[src/rtl/multi_edge_detector.sv]
`default_nettype none
// ============================================================================
// Module   : multi_edge_detector
// Purpose  : Per-channel synchroniser, debounce filter and mode-qualified edge
//            pulse generator. Optional sticky edge flags are built only when
//            EDGE_STICKY_EN is defined.
// Revision : 1.0 - initial release
// ============================================================================
module multi_edge_detector #(
    parameter int CHANNELS      = 4,
    parameter int SYNC_STAGES   = 2,
    parameter int FILTER_CYCLES = 3
) (
    input  logic                clock,
    input  logic                reset_n,
    input  logic [CHANNELS-1:0] data,
    input  logic [1:0]          mode,
    input  logic [CHANNELS-1:0] clear,
    output logic [CHANNELS-1:0] level,
    output logic [CHANNELS-1:0] edge_detect,
    output logic [CHANNELS-1:0] sticky
);

    localparam logic [7:0] c_filter_limit = 8'(FILTER_CYCLES);

    genvar ch;
    generate
        for (ch = 0; ch < CHANNELS; ch++) begin : g_chan
            logic [SYNC_STAGES-1:0] sync_q;
            logic [SYNC_STAGES-1:0] sync_d;
            logic [7:0]             cnt_q;
            logic [7:0]             cnt_d;
            logic                   level_q;
            logic                   level_d;
            logic                   pulse_q;
            logic                   pulse_d;
            logic                   w_sync;

            assign w_sync = sync_q[SYNC_STAGES-1];

            // The new level is accepted only after the counter has already
            // recorded FILTER_CYCLES disagreeing samples and the next sample
            // still disagrees.
            always_comb begin
                sync_d  = {sync_q[SYNC_STAGES-2:0], data[ch]};
                cnt_d   = 8'd0;
                level_d = level_q;
                pulse_d = 1'b0;
                if (w_sync != level_q) begin
                    if (cnt_q == c_filter_limit) begin
                        level_d = w_sync;
                        pulse_d = w_sync ? mode[0] : mode[1];
                    end else begin
                        cnt_d = cnt_q + 8'd1;
                    end
                end
            end

            always_ff @(posedge clock or negedge reset_n) begin
                if (!reset_n) begin
                    sync_q  <= '0;
                    cnt_q   <= 8'd0;
                    level_q <= 1'b0;
                    pulse_q <= 1'b0;
                end else begin
                    sync_q  <= sync_d;
                    cnt_q   <= cnt_d;
                    level_q <= level_d;
                    pulse_q <= pulse_d;
                end
            end

            assign level[ch]       = level_q;
            assign edge_detect[ch] = pulse_q;

`ifdef EDGE_STICKY_EN
            logic sticky_q;
            logic sticky_d;

            // A pending pulse takes priority over a simultaneous clear.
            always_comb begin
                sticky_d = sticky_q;
                if (pulse_q) begin
                    sticky_d = 1'b1;
                end else if (clear[ch]) begin
                    sticky_d = 1'b0;
                end
            end

            always_ff @(posedge clock or negedge reset_n) begin
                if (!reset_n) begin
                    sticky_q <= 1'b0;
                end else begin
                    sticky_q <= sticky_d;
                end
            end

            assign sticky[ch] = sticky_q;
`else
            assign sticky[ch] = 1'b0;
`endif
        end : g_chan
    endgenerate

`ifndef EDGE_STICKY_EN
    logic w_unused_clear;
    assign w_unused_clear = ^clear;
`endif

endmodule : multi_edge_detector
`default_nettype wire

[config.mk]
export PLATFORM = sky130hd
export DESIGN_NAME = multi_edge_detector
export DESIGN_NICKNAME = d
export VERILOG_FILES = /design/src/rtl/multi_edge_detector.sv
export SDC_FILE = /design/constraint.sdc
export NUM_CORES = 1
export LEC_CHECK = 0
export ABC_AREA = 0
export CORE_MARGIN = 2
export CORE_UTILIZATION = 50
export CTS_BUF_LIST = sky130_fd_sc_hd__clkbuf_8
export CTS_CLUSTER_SIZE = 20
export DETAILED_ROUTE_END_ITERATION = 16
export HOLD_SLACK_MARGIN = 0.03
export PLACE_DENSITY = 0.72
export SLEW_MARGIN = 20
export SYNTH_ARGS = -nofsm -noshare
export SYNTH_HDL_FRONTEND = slang
export SYNTH_SLANG_ARGS = --single-unit
[constraint.sdc]
create_clock -name clock -period 4.37 [get_ports clock]
set_input_delay 0.6555 -clock clock [delete_from_list [all_inputs] [get_ports clock]]
set_output_delay 0.6555 -clock clock [all_outputs]
set_load 0.005 [all_outputs]
* After elaboration in Yosys (flattened, before gate mapping)
Index checks and enable logic that the tools add are counted.
** Storage, ports and cells
- Bits of input ports :: 12
- Bits in registers :: 48
- Output and inout bits :: 12
- Logic and storage cells :: 52
** Operators by class
- Add/subtract/negate cells :: 4
- Eq/ne operators :: 8
- Reduce and logical (&&, ||, !) cells :: 4
- Mux-type cells :: 20
** Operators with widths (count)
- $mux W8 :: 8
- $add A8 B1 Y8 const B :: 4
- $eq A8 B2 Y1 const B :: 4
- $mux W1 :: 12
- $reduce_and A2 Y1 :: 4
- $ne A1 B1 Y1 :: 4

* Logic depth before layout (Yosys ltp)
Gate-level depths: netlist of run 1.
- Word-level depth :: 3
- Mapped depth :: 4
- Depth with buffers taken out :: 4

* Worst setup path before layout of run 1
Ideal clock, no wire load.
- Path kind :: reg2reg
- Start point :: register g_chan[0].cnt_q[0]
- End point :: register g_chan[0].level_q
- Path buffers :: 0
- Arrival :: 1.249 ns
- Stages on the path, launching flop included :: 5
- Period minus slack after synthesis :: 1.374 ns
- Required time :: 4.245 ns
- Setup slack :: 2.996 ns
- Setup time :: 0.125 ns
- Path through :: dfrtp_1 > ha_1 > nor3b_1 > nand2_2 > mux2_4
** On the way
- Cells in the longest elaborated chain, start to end :: 2
** Ends and longest elaborated chain
- from (decl) :: line 31 : logic [7:0] cnt_q;
- from (signal assigned) :: line 67 : cnt_q <= cnt_d;
- $eq A8 B2 Y1 :: line 50 : if (cnt_q == c_filter_limit) begin
- $reduce_and A2 Y1 (no source line)
- to (signal assigned) :: line 68 : level_q <= level_d;
- to (decl) :: line 33 : logic level_q;
No other way between the ends.
A chain may end at the register's enable or synchronous reset.

* Final worst setup path of run 1
- Start point :: register g_chan[1].level_q
- End point :: output level[1]
** RTL lines
- from (decl) :: line 33
- from (signal assigned) :: line 68
- to (decl) :: line 19 : output logic [CHANNELS-1:0] level,
No word-level cell between the ends.

==> flow_metrics.env, run 1 <==
export IMPL_cts_tree="built"
export IMPL_seq_area_frac_synth_pct=55.2
export IMPL_worstPathRequired_ns=3.71
export IMPL_power_density_nw_per_um2=474
export IMPL_n_fill_cell=343
export IMPL_tightest_slew_ns=0.579
export IMPL_power_mw=1.14
export IMPL_clkSlewWorstSetupHoldPaths_ns=0.09
export IMPL_routed_wl_um=3630
export IMPL_cts_buffers=5
export IMPL_fmax_mhz=517
export IMPL_cts_repair_resized=0
export IMPL_port_buffers=15
export IMPL_async_reset_ff_share_pct=100
export IMPL_die_w_um=70.0
export IMPL_drive_gt1_share_pct=13.5
export IMPL_gp_congestion=0.851
export IMPL_ys_flop_type="dfrtp_1"
export IMPL_finalMaxSlewViolations=0
export IMPL_min_period_ns=1.93
export IMPL_setup_worst_path_class="flip-flop to output pin"
export IMPL_min_delay_path_class="primary input to async pin"
export IMPL_wire_per_inst_um=14.1
export IMPL_coreArea_sq_um=4090
export IMPL_ios=24
export IMPL_syn2layout_area_growth_pct=10.1
export IMPL_dieArea_sq_um=4900
export IMPL_cts_setup_buffers=0
export IMPL_grt_start_max_net_pins=49
export IMPL_overflow=0
export IMPL_num_rows=23
export IMPL_finClkSkew_ns=0.00912
export IMPL_cp_data_arrival_time_ns=1.28
export IMPL_worstSetupStartpointType="flip-flop"
export IMPL_rsz0062_at_grt="false"
export IMPL_clockRootBuffer="clkbuf_8"
export IMPL_antenna_cells=0
export IMPL_yosysWarningCount=0
export IMPL_floorplan_initialDensity_pct=53.2
export IMPL_synthesis_area_sq_um=2180
export IMPL_critPathBufInv=1
export IMPL_synthDistinctLibCells=25
export IMPL_clock_sinks=48
export IMPL_viasPerCell=5.61
export IMPL_max_vdd_ir_drop_v=0.000358
export IMPL_cts_path_max_buffers=2
export IMPL_grt_pass1_vias=1465
export IMPL_cellLeakagePower_nw=1.02
export IMPL_antenna_found_initial=0
export IMPL_grt_pass1_wl_um=6330
export IMPL_postCtsHoldBufs=0
export IMPL_die_h_um=70.0
export IMPL_drv_cap=0
export IMPL_crit_start="g_chan[1].level_q"
export IMPL_period_share_pct=44.3
export IMPL_r2r_slack_ns=2.84
export IMPL_synth_edf_count=0
export IMPL_netlist_instances=193
export IMPL_reg2reg_to="g_chan[3].level_q"
export IMPL_cts_htree_levels=2
export IMPL_reg2reg_from="g_chan[3].cnt_q[0]"
export IMPL_slowest_stage="clkdlybuf4s50_1"
export IMPL_synth_seq_cells=48
export IMPL_hold_violations=0
export IMPL_status="finished clean"
export IMPL_ff2ff_path_depth=4
export IMPL_nets=222
export IMPL_crit_chain="clkdlybuf4s50_1"
export IMPL_drc=0
export IMPL_cp_top_family="buffers and inverters"
export IMPL_vias=1441
export IMPL_clock_latency_ns=0.30
export IMPL_end_kind="output pin"
export IMPL_dr_pass1_iters=4
export IMPL_drt_iter0_drc=70
export IMPL_antenna_left=0
export IMPL_tns_ns=0
export IMPL_dp_hpwl_um=2550
export IMPL_setup_viol=0
export IMPL_synth_area_per_cell_sq_um=11.3
export IMPL_path_max_fanout=5
export IMPL_cpPeakStageDelay_ns=0.54
export IMPL_slew_headroom_pct=61.4
export IMPL_grt_use_total_pct=16.6
synthesized netlist by cell type (4+ instances only):
cell type  number  share of area [%]
xor2_1         12                4.8
buf_4          12                4.1
nand3b_1        8                2.8
or3_1          12                3.5
a21bo_2         4                1.8
nand3_1         9                2.1
dfrtp_1        48                 55
xnor2_1         4                1.6
nor2_1         16                2.8
a21oi_1        16                3.7
ha_1            4                2.3
o21ai_0        12                2.8
nand2_1         9                1.6
nand4_1         4                1.1
routing by layer:
layer  vias up  wire, um  global-route usage (%)
met5         -         0                       0
met4         0        53                    8.55
met3         6       127                    4.47
met2        28      1790                    26.5
met1       719      1660                    20.7
li1        688         -                       -
registers in the layout, indices dropped and copies added (netlist names):
register,flops
g_chan.cnt_q,32
g_chan.level_q,4
g_chan.pulse_q,4
g_chan.sync_q,8
power by group:
part / internal, mW / switching [mW] / leakage [nW] / total (mW)
clock network: 0.112 / 0.148 / 0.0479 / 0.260
registers: 0.509 / 0.0721 / 0.635 / 0.581
logic: 0.162 / 0.134 / 0.333 / 0.295
logic make-up (layout without fill, tap and decap cells):
group                      after synthesis  after routing  share of synthesized area (%)
DFF                                     48             48                           55.2
adders and majority gates                4              4                           2.30
muxes                                    4              4                           2.59
buffers and inverters                   12             23                           4.14
xor gates and xnor gates                16             16                           6.44
other                                    1              4                          0.172
AOI/OAI and AO/OA                       32             32                           8.28
and+or+nand+nor                         76             76                           20.9
cell usage in the layout, fill, tap and decap left out, drive strengths merged:
cell type       n
and3            4
nand2          12
nor3b           3
nand3b          8
a21bo           4
nor4            3
mux2            4
dfrtp          48
o21ai          12
buf             1
nand3          12
clkdlybuf4s50  14
xnor2           4
ha              4
nand4           4
nor4b           1
nor2           16
conb            4
xor2           12
clkbuf          5
nor3            1
clkinv          3
a21oi          16
or3            12
how the worst max path moves through the flow:
stage / endpoint / slack [ns] / cells after the start
after floorplan: g_chan[0].level_q / 3.00 / 4
after global placement: level[3] / 2.79 / 1
after detailed placement: level[3] / 2.78 / 1
after CTS: level[1] / 2.43 / 1
after global routing: level[1] / 2.38 / 1
final: level[1] / 2.44 / 1
cell type report:
class | instances | area [sq um] | area share [%]
Sequential cell | 48 | 1200 | 50.2
Multi-Input combinational cell | 136 | 896 | 37.4
Timing Repair Buffer | 15 | 148 | 6.17
Clock buffer | 5 | 68.8 | 2.87
Tap cell | 50 | 62.6 | 2.61
Clock inverter | 3 | 18.8 | 0.784
metrics by stage:
step | area, sq um | cells | util [%] | setup WS [ns] | hold slack (ns)
floorplan | 2190 | 196 | - | 3.00 | 0.331
global route | 2390 | 257 | 58.6 | 2.38 | 0.350
detailed placement | 2300 | 249 | 56.4 | 2.78 | 0.339
CTS | 2390 | 257 | 58.5 | 2.43 | 0.357
global placement | 2300 | 249 | 56.4 | 2.79 | 0.332
finish | 2390 | 257 | 58.6 | 2.44 | 0.342
No activity file was read; power rests on OpenSTA's default activity.
==> inputs of run 2 (changes only) <==
--- a/config.mk
+++ b/config.mk
@@ -12,7 +12,7 @@
 export CTS_CLUSTER_SIZE = 20
 export DETAILED_ROUTE_END_ITERATION = 16
 export HOLD_SLACK_MARGIN = 0.03
-export PLACE_DENSITY = 0.72
+export PLACE_DENSITY = 0.75
 export SLEW_MARGIN = 20
 export SYNTH_ARGS = -nofsm -noshare
 export SYNTH_HDL_FRONTEND = slang
==> constraint.sdc (replaced) <==
create_clock -name clock -period 1.7 [get_ports clock]
set_input_delay 0.255 -clock clock [delete_from_list [all_inputs] [get_ports clock]]
set_output_delay 0.255 -clock clock [all_outputs]
set_load 0.005 [all_outputs]
==> run 2 against run 1 <==
Against the previous run: setup slack worse by 2.3 ns; non-clock buffer count is 2 higher; clock power is 140% higher; die area stayed put; cell count is 0.39% higher; register-to-register slack worse by 2.7 ns; first-iteration DRC count is 4.3% higher; critical path depth is 3 higher; power grew to 2.5 times the previous value; worst hold slack better by 0.0032 ns; combinational power grew to 2.6 times the previous value; critical endpoint is now g_chan[0].level_q; largest cell class unchanged; highest routed layer unchanged.
==> flow_metrics.env, run 2 (synthesized netlist as in run 1, its figures left out) <==
export IMPL_status="finished clean"
export IMPL_antenna_found_initial=0
export IMPL_finalMaxSlewViolations=0
export IMPL_cp_depth=4
export IMPL_reg_top3="g_chan.cnt_q: 32 flops, g_chan.sync_q: 8 flops"
export IMPL_largest_register="g_chan.cnt_q"
export IMPL_fmax_mhz=650
export IMPL_n_fill_cell=328
export IMPL_clock_sinks=48
export IMPL_setup_worst_path_class="flip-flop to flip-flop"
export IMPL_tns_ns=0
export IMPL_layout_common_cells="dfrtp_1 (48), a21oi_1 (16), nor2_1 (16)"
export IMPL_period_share_pct=90.5
export IMPL_critPathCapture="g_chan[0].level_q"
export IMPL_rsz0062_at_grt="false"
export IMPL_seq_power_share_pct=52.1
export IMPL_final_common_cell="dfrtp_1"
export IMPL_cellLeakagePower_nw=1.03
export IMPL_gp_congestion=0.775
export IMPL_cts_tree="built"
export IMPL_drc=0
export IMPL_placed_area_sq_um=2320
export IMPL_r2r_slack_ns=0.16
export IMPL_final_area_sq_um=2410
export IMPL_clkSlewWorstSetupHoldPaths_ns=0.08
export IMPL_drive_gt1_share_pct=13.0
export IMPL_cts_htree_levels=2
export IMPL_num_rows=23
export IMPL_cts_setup_buffers=0
export IMPL_min_path_cells=0
export IMPL_drt_iter0_drc=73
export IMPL_cpPeakStageDelay_ns=0.40
export IMPL_clockRootBuffer="clkbuf_8"
export IMPL_crit_chain="ha_1 > nor3b_1 > nand2_2 > mux2_4"
export IMPL_worstPathRequired_ns=1.89
export IMPL_dp_hpwl_um=2600
export IMPL_slowest_stage="dfrtp_1"
export IMPL_min_period_ns=1.54
export IMPL_vias=1428
export IMPL_syn2layout_area_growth_pct=10.9
export IMPL_nets=224
export IMPL_switching_power_mw=0.881
export IMPL_clockPowerShare_pct=21.5
export IMPL_finClkSkew_ns=0.00636
export IMPL_cts_buffers=5
export IMPL_end_kind="flip-flop"
export IMPL_wire_per_inst_um=13.8
export IMPL_ff2ff_path_depth=4
export IMPL_reg2reg_from="g_chan[0].cnt_q[0]"
export IMPL_coreArea_sq_um=4090
export IMPL_drv_cap=0
export IMPL_clock_latency_ns=0.29
export IMPL_hold_violations=0
export IMPL_cts_path_max_buffers=2
export IMPL_path_max_fanout=4
export IMPL_grt_pass1_vias=1411
export IMPL_routed_wl_um=3570
export IMPL_ios=24
export IMPL_floorplan_initialDensity_pct=53.2
export IMPL_cp_top_family="simple AND/OR/NAND/NOR gates"
export IMPL_largest_reg_flops=32
export IMPL_crit_start="g_chan[0].cnt_q[0]"
export IMPL_reg2reg_to="g_chan[0].level_q"
export IMPL_critPathBufInv=0
export IMPL_setup_viol=0
export IMPL_dr_pass1_iters=4
export IMPL_power_density_nw_per_um2=1200
export IMPL_max_vdd_ir_drop_v=0.000536
export IMPL_port_buffers=15
export IMPL_die_w_um=70.0
export IMPL_power_mw=2.88
export IMPL_p_comb_share_pct=26.3
export IMPL_grt_pass1_wl_um=6180
export IMPL_grt_use_total_pct=15.8
export IMPL_grt_start_max_net_pins=30
export IMPL_p_int_mw=2.00
export IMPL_antenna_cells=0
export IMPL_cp_data_arrival_time_ns=1.72
export IMPL_min_delay_path_class="flip-flop to flip-flop"
export IMPL_viasPerCell=5.53
export IMPL_swShare_pct=30.6
export IMPL_worstSetupStartpointType="flip-flop"
export IMPL_overflow=0
export IMPL_dieArea_sq_um=4900
export IMPL_holdWs_ns=0.345
export IMPL_antenna_left=0
export IMPL_die_h_um=70.0
## run 2: worst min path at each step
stage	start	slack (ns)	to
final	g_chan[0].sync_q[0]	0.35	g_chan[0].sync_q[1]
after global routing	g_chan[0].sync_q[0]	0.35	g_chan[0].sync_q[1]
after CTS	g_chan[0].sync_q[0]	0.35	g_chan[0].sync_q[1]
after detailed placement	reset_n	0.24	g_chan[0].cnt_q[4]
after global placement	reset_n	0.23	g_chan[0].cnt_q[3]
after floorplan	reset_n	-0.04	g_chan[0].cnt_q[0]
## run 2: routing by layer
layer	wire length (um)	part of all wire [%]	vias up	global-route usage [%]
met4	75	2.1	0	6.84
met3	127	3.6	9	3.61
met1	1630	46	703	19.7
met2	1740	49	27	26.5
li1	-	-	689	-
met5	0	0	-	0
## run 2: per-stage QoR
step / util, % / instances / worst slack, ns
5_1_grt: 59.0 / 258 / 0.0653
2_1_floorplan: - / 196 / 0.326
3_5_place_dp: 56.9 / 250 / 0.164
3_3_place_gp: 56.9 / 250 / 0.242
6_report: 59.0 / 258 / 0.162
4_1_cts: 59.0 / 258 / 0.149
## run 2: layout make-up
cell class | count | area, sq um | area share [%]
flip-flops and latches | 48 | 1200 | 49.8
repair buffers | 17 | 175 | 7.26
clock inverters | 2 | 8.76 | 0.363
clock buffers | 5 | 68.8 | 2.85
multi-input cells | 136 | 896 | 37.1
well taps | 50 | 62.6 | 2.59
## run 2: power by group through the flow
stage | clock network [mW] | logic, mW | registers (mW)
after floorplan | 0 | 0.591 | 1.48
after global placement | 0 | 0.732 | 1.51
after detailed placement | 0 | 0.766 | 1.53
after CTS | 0.649 | 0.769 | 1.51
after global routing | 0.696 | 0.841 | 1.53
final | 0.620 | 0.760 | 1.50
## run 2: timing repair
action / CTS / global route
hold buffers: 1 / 0
gates resized for setup: 0 / 0
endpoints found under the hold margin: 19 / 0
==> inputs of run 3 (changes only) <==
--- a/config.mk
+++ b/config.mk
@@ -6,6 +6,7 @@
 export NUM_CORES = 1
 export LEC_CHECK = 0
 export ABC_AREA = 0
+export ABC_CLOCK_PERIOD_IN_PS = 1700
 export CORE_MARGIN = 2
 export CORE_UTILIZATION = 50
 export CTS_BUF_LIST = sky130_fd_sc_hd__clkbuf_8
==> results of run 3 <==
Final layout, timing and power as in run 2 (identical DEF).
